$ cat src/rtl/seg_pkg.sv
// Shared constants, segment table and scan-state type for the seg_scan display controller.
package seg_pkg;

  localparam logic [7:0] SEG_BLANK  = 8'hFF;
  localparam logic [3:0] DIG_OFF    = 4'hF;
  localparam int         NUM_DIGITS = 4;

  // Active-low {dp, g..a} patterns for hex digits 0..F (dp bit is always off here).
  localparam logic [7:0] SEG_TABLE [0:15] = '{
    8'hC0, 8'hF9, 8'hA4, 8'hB0, 8'h99, 8'h92, 8'h82, 8'hF8,
    8'h80, 8'h90, 8'h88, 8'h83, 8'hC6, 8'hA1, 8'h86, 8'h8E
  };

  typedef enum logic {BLANK, SHOW} scan_state_t;

  // True when digit k (1..3) and every digit to its left hold zero; upper is value[15:4].
  function automatic logic lzs_blank(input logic [11:0] upper, input logic [1:0] k);
    logic r;
    case (k)
      2'd3:    r = (upper[11:8] == 4'h0);
      2'd2:    r = (upper[11:4] == 8'h00);
      2'd1:    r = (upper == 12'h000);
      default: r = 1'b0;
    endcase
    return r;
  endfunction

endpackage

$ cat src/rtl/hex_seg_dec.sv
// Registered hex-to-7-segment decoder (active-low g..a), one clock of latency.
module hex_seg_dec
  import seg_pkg::*;
(
  input  logic       clk,
  input  logic       rst_n,
  input  logic [3:0] hex,
  output logic [6:0] seg7
);

  always_ff @(posedge clk or negedge rst_n) begin
    if (!rst_n) begin
      seg7 <= 7'h7F;
    end else begin
      seg7 <= SEG_TABLE[hex][6:0];
    end
  end

endmodule

$ cat src/rtl/seg_scan.sv
// 4-digit multiplexed 7-segment scan controller with blanking gaps and frame-aligned updates.
// Optional leading-zero suppression is enabled by defining SEG_SCAN_LZS_EN.
module seg_scan
  import seg_pkg::*;
#(
  parameter int DWELL_CYCLES = 25000,
  parameter int BLANK_CYCLES = 250
) (
  input  logic        clk,
  input  logic        rst_n,
  input  logic [15:0] value,
  input  logic [3:0]  dp,
  input  logic        load,
  output logic [7:0]  seg,
  output logic [3:0]  digit_sel,
  output logic        loaded,
  output logic        frame_start
);

  localparam int MAXC  = (DWELL_CYCLES > BLANK_CYCLES) ? DWELL_CYCLES : BLANK_CYCLES;
  localparam int CNT_W = (MAXC > 2) ? $clog2(MAXC) : 1;
  localparam logic [CNT_W-1:0] BLANK_LAST = CNT_W'(BLANK_CYCLES - 1);
  localparam logic [CNT_W-1:0] SHOW_LAST  = CNT_W'(DWELL_CYCLES - 1);

  scan_state_t      r_state;
  logic [1:0]       r_idx;
  logic [CNT_W-1:0] r_cnt;
  logic [19:0]      r_pending;
  logic             r_pend_v;
  logic [19:0]      r_shadow;
  logic [7:0]       r_seg;
  logic [3:0]       r_digit_sel;
  logic             r_loaded;
  logic             r_frame_start;

  scan_state_t      w_state_n;
  logic [1:0]       w_idx_n;
  logic [CNT_W-1:0] w_cnt_n;
  logic             w_boundary;
  logic [3:0]       w_hex;
  logic [6:0]       w_seg7;
  logic [3:0]       w_dp;
  logic [7:0]       w_seg_n;
  logic [3:0]       w_dsel_n;

  assign w_dp  = r_shadow[19:16];
  assign w_hex = r_shadow[{r_idx, 2'b00} +: 4];

  hex_seg_dec u_dec (
    .clk   (clk),
    .rst_n (rst_n),
    .hex   (w_hex),
    .seg7  (w_seg7)
  );

  always_ff @(posedge clk or negedge rst_n) begin
    if (!rst_n) begin
      r_state <= BLANK;
      r_idx   <= 2'd0;
      r_cnt   <= '0;
    end else begin
      r_state <= w_state_n;
      r_idx   <= w_idx_n;
      r_cnt   <= w_cnt_n;
    end
  end

  always_comb begin
    w_state_n  = r_state;
    w_idx_n    = r_idx;
    w_cnt_n    = r_cnt + 1'b1;
    w_boundary = 1'b0;
    case (r_state)
      BLANK: begin
        if (r_cnt == BLANK_LAST) begin
          w_state_n = SHOW;
          w_cnt_n   = '0;
        end
      end
      SHOW: begin
        if (r_cnt == SHOW_LAST) begin
          w_state_n  = BLANK;
          w_idx_n    = r_idx + 2'd1;
          w_cnt_n    = '0;
          w_boundary = (r_idx == 2'd3);
        end
      end
      default: begin
        w_state_n = BLANK;
        w_cnt_n   = '0;
      end
    endcase
  end

  // Outputs are registered from the next state so digit_sel and seg switch on the same edge.
  always_comb begin
    w_seg_n  = SEG_BLANK;
    w_dsel_n = DIG_OFF;
    if (w_state_n == SHOW) begin
      w_dsel_n = ~(4'b0001 << w_idx_n);
      w_seg_n  = {~w_dp[w_idx_n], w_seg7};
`ifdef SEG_SCAN_LZS_EN
      if (lzs_blank(r_shadow[15:4], w_idx_n)) begin
        w_seg_n[6:0] = 7'h7F;
      end
`endif
    end
  end

  always_ff @(posedge clk or negedge rst_n) begin
    if (!rst_n) begin
      r_seg         <= SEG_BLANK;
      r_digit_sel   <= DIG_OFF;
      r_loaded      <= 1'b0;
      r_frame_start <= 1'b0;
      r_pending     <= '0;
      r_pend_v      <= 1'b0;
      r_shadow      <= '0;
    end else begin
      r_seg         <= w_seg_n;
      r_digit_sel   <= w_dsel_n;
      r_frame_start <= w_boundary;
      r_loaded      <= 1'b0;
      if (w_boundary && load) begin
        // A load landing on the boundary bypasses pending entirely.
        r_shadow  <= {dp, value};
        r_pending <= {dp, value};
        r_pend_v  <= 1'b0;
        r_loaded  <= 1'b1;
      end else begin
        if (w_boundary && r_pend_v) begin
          r_shadow <= r_pending;
          r_pend_v <= 1'b0;
          r_loaded <= 1'b1;
        end
        if (load) begin
          r_pending <= {dp, value};
          r_pend_v  <= 1'b1;
        end
      end
    end
  end

  assign seg         = r_seg;
  assign digit_sel   = r_digit_sel;
  assign loaded      = r_loaded;
  assign frame_start = r_frame_start;

endmodule

$ cat config.mk
export PLATFORM = sky130hd
export DESIGN_NAME = seg_scan
export DESIGN_NICKNAME = d
export VERILOG_FILES = /design/src/rtl/seg_pkg.sv /design/src/rtl/hex_seg_dec.sv /design/src/rtl/seg_scan.sv
export SDC_FILE = /design/constraint.sdc
export NUM_CORES = 1
export LEC_CHECK = 0
export ABC_AREA = 1
export BUFFER_PORTS_ARGS = -buffer_cell sky130_fd_sc_hd__buf_2
export CAP_MARGIN = 5
export CELL_PAD_IN_SITES_DETAIL_PLACEMENT = 1
export CELL_PAD_IN_SITES_GLOBAL_PLACEMENT = 1
export CORE_MARGIN = 10
export CORE_UTILIZATION = 41
export CTS_CLUSTER_DIAMETER = 60
export CTS_CLUSTER_SIZE = 10
export DETAILED_ROUTE_END_ITERATION = 8
export PLACE_DENSITY_LB_ADDON = 0.1
export SYNTH_ARGS = -nofsm -noshare
export SYNTH_HDL_FRONTEND = slang
export SYNTH_SLANG_ARGS = --single-unit
$ cat constraint.sdc
create_clock -name clk -period 1.7 [get_ports clk]
set_input_delay 0.085 -clock clk [delete_from_list [all_inputs] [get_ports clk]]
set_output_delay 0.085 -clock clk [all_outputs]
set_load 0.005 [all_outputs]
==> flow_summary.toml <==
[status]
status = "finished, violations left"
violations = "setup timing"

[synthesis]
synth_edf_count = 0
synth_top_area_cell = "dfrtp_1"
synth_nets = 398
ys_seq_area_share_pct = 56.31
synthTopCellsByCount = "nand2_1, dfrtp_1, inv_1"
synthesis.area_sq_um = 3597
ys_ff_latch = 80
synth_top_area_share_pct = 42.43
async_flop_share_pct = 100.0
yosysUniqueCellTypes = 37
ys.flop_type = "dfrtp_1"
avgSynthCellArea_sq_um = 9.828
synthTopCellsByArea = "dfrtp_1, dfstp_2, nand2_1"
synth_most_common_cell = "nand2_1"
yosysWarnings = 0
syn_inst = 366

[placement]
hpwl_mm = 6.047
routabilityCongestion = 0.8393
io_buffers = 36

[die]
pin_count = 37
num_rows = 34
start_util_pct = 41.65
dieArea_sq_um = 12920
core_area_sq_um = 8636
die_w_microns = 113.7
die_height_microns = 113.7

[clock_network]
clk_path_buf_depth = 2
clkLatencyLatePin_ps = 350
numCtsBuffers = 9
numClockSinks = 80
cts_tree = "built"
cts_htree_levels = 3
root_buffer = "clkbuf_8"
clkTransAtPathRegs_ps = 80

[sta]
worst_pin_slew_ps = 360.2
min_period_ps = 1721
max_slew_margin_pct = 75.99
fin_skew_ps = 9.952
setup_slack_ps = -21.00
fmax_mhz = 581.1
report.final.setup_viol = 3
whs_ps = 40.51
rsz0062_at_grt = "yes"
fin_crit_sh_pct = 101.2
hold_viol = 0
slew_violations = 0

[finish]
register_area_sq_um = 2027
fill_cells = 963
layout-drive-gt1-share_pct = 41.39
nets = 503
area_delta_synth_final_pct = 34.33
multi_input_area_sq_um = 1490
antenna_cells = 0

[route]
drcViolationCount = 0
drt-initial-drc-count = 77
dr.pass1.iters = 4
ant_nets = 0
postRouteWirelength_mm = 8.593
routed_via_density = 4.796
wire_per_inst_microns = 14.71
vias = 2801

[power_and_ir_drop]
finalPower_uw = 3816
ir_drop_v = 0.0004254
power_density_nw_per_um2 = 789.7
leakage_uw = 0.002338

[critical_path]
path_buf_inv = 4
cp.required_ps = 2000
cp_slowest_stage_delay_ps = 360
critical_path_class = "reg2reg"
crit_family = "simple AND/OR/NAND/NOR gates"
cp_max_fo = 7
start_kind = "flop"
slowest_stage = "dfrtp_1"
cp.arrival_ps = 2020
crit_chain = "ha_2 > nand2_2 > inv_2 > nand2_4 > nor2_4 > nand3_4 > nor3_4 > buf_4 > buf_6 > or2_1 > o21ai_1 > inv_1"
critPathCaptureType = "flop"

[worst_hold_path]
hp-class = "in2reg"

[grt]
antenna_found_initial = 0
grt_pass1_wl_mm = 14.29
grt_max_degree = 37
grt_pass1_vias = 2993
grt_overflow = 0
track_usage_pct = 13.54

[run]
drv_cap = 0
==> routing by layer <==
| metal | track usage [%] | vias up | wire [microns] |
|---|---|---|---|
| li1 | - | 1381 | - |
| met1 | 16.31 | 1364 | 3795 |
| met2 | 22.53 | 42 | 4338 |
| met3 | 3.570 | 14 | 304 |
| met4 | 5.415 | 0 | 155 |
| met5 | 0 | - | 0 |
==> what timing repair did <==
| item | in CTS | in global routing |
|---|---|---|
| pin swaps | 1 | 12 |
| hold buffers | 21 | 0 |
| setup buffers | 1 | 12 |
| endpoints found under the hold margin | 61 | 0 |
| resized for setup | 7 | 58 |
| endpoints found under the setup margin | 20 | 43 |
| gates cloned | 0 | 2 |
==> state kept, by name, indices dropped and copies added, names as in the netlist <==
name and count:
r_pend_v 1, digit_sel 4, r_shadow 20, frame_start 1, r_pending 20, r_cnt 15
seg 8, loaded 1, u_dec.seg7 7, r_state 1, r_idx 2
==> layout by cell type, fill, tap and decap left out, types with 3 or more instances in the layout <==
cell type / instances
nand2_1: 71
dfrtp_1: 60
inv_1: 35
buf_2: 35
buf_4: 33
dlygate4sd3_1: 21
nor2_1: 20
mux2_2: 20
dfstp_2: 19
nand2_2: 15
o21ai_0: 14
nand3_1: 11
inv_2: 9
clkbuf_8: 9
buf_6: 9
a21oi_1: 8
nand4_1: 8
nand2_4: 7
nor2_2: 6
ha_1: 6
o21ai_1: 5
nor3_1: 5
nor2_4: 4
or2_2: 4
nor3_2: 3
xor2_1: 3
==> where the power goes <==
| part | total (uW) | leakage (uW) | internal [uW] | switching (uW) |
|---|---|---|---|---|
| clock | 1470 | 0.000106 | 770 | 697 |
| combinational | 315 | 0.00127 | 154 | 161 |
| sequential | 2030 | 0.000962 | 2000 | 31.9 |
==> logic make-up after synthesis <==
family | share of synthesized area [%]
flip-flops | 56.31
adder cells (fa/ha/maj) | 3.130
AO/OA/AOI/OAI | 5.566
XOR/XNOR | 0.7306
buffers and inverters | 6.295
multiplexers | 6.261
AND/OR/NAND/NOR | 21.71
==> through the flow <==
step / worst slack [ps] / setup TNS (ps) / cells / util, % / instance area, sq um
6_report: -21.00 / -21.82 / 584 / 55.95 / 4832
5_1_grt: -143.5 / -2544 / 584 / 55.95 / 4832
4_1_cts: 14.32 / 0 / 570 / 52.52 / 4536
3_5_place_dp: -126.5 / -675.4 / 532 / 47.46 / 4099
3_3_place_gp: -25.10 / -60.41 / 532 / 47.46 / 4099
2_1_floorplan: 35.94 / 0 / 366 / - / 3605
==> worst reg2reg max path, stage by stage (launching register included) <==
cell and delay (ps):
dfrtp_1 360, ha_2 190, nand2_2 70, inv_2 80, nand2_4 50, nor2_4 130
nand3_4 110, nor3_4 220, buf_4 160, buf_6 110, or2_1 100, o21ai_1 50
inv_1 50
==> cell type report <==
type	instances	share of cell area, %
Sequential cell	80	41.95
Multi-Input combinational cell	233	30.84
Timing Repair Buffer	101	16.55
Inverter	46	3.625
Clock buffer	12	3.237
Tap cell	108	2.796
Clock inverter	4	1.010
==> final timing paths <==
| path | from | depth (start not counted) | to | slack (ps) |
|---|---|---|---|---|
| max | r_cnt[0] | 12 | r_shadow[17] | -20 |
| min | load | 3 | r_pend_v | 40 |
| max reg2reg | r_cnt[0] | 12 | r_shadow[17] | -20 |
| min reg2reg | u_dec.seg7[2] | 2 | seg[2] | 440 |
| max in group asynchronous | rst_n | 3 | r_shadow[13] | 910 |
| min in group asynchronous | rst_n | 2 | r_cnt[7] | 180 |
Note: power is estimated with default switching activity, not from simulation.
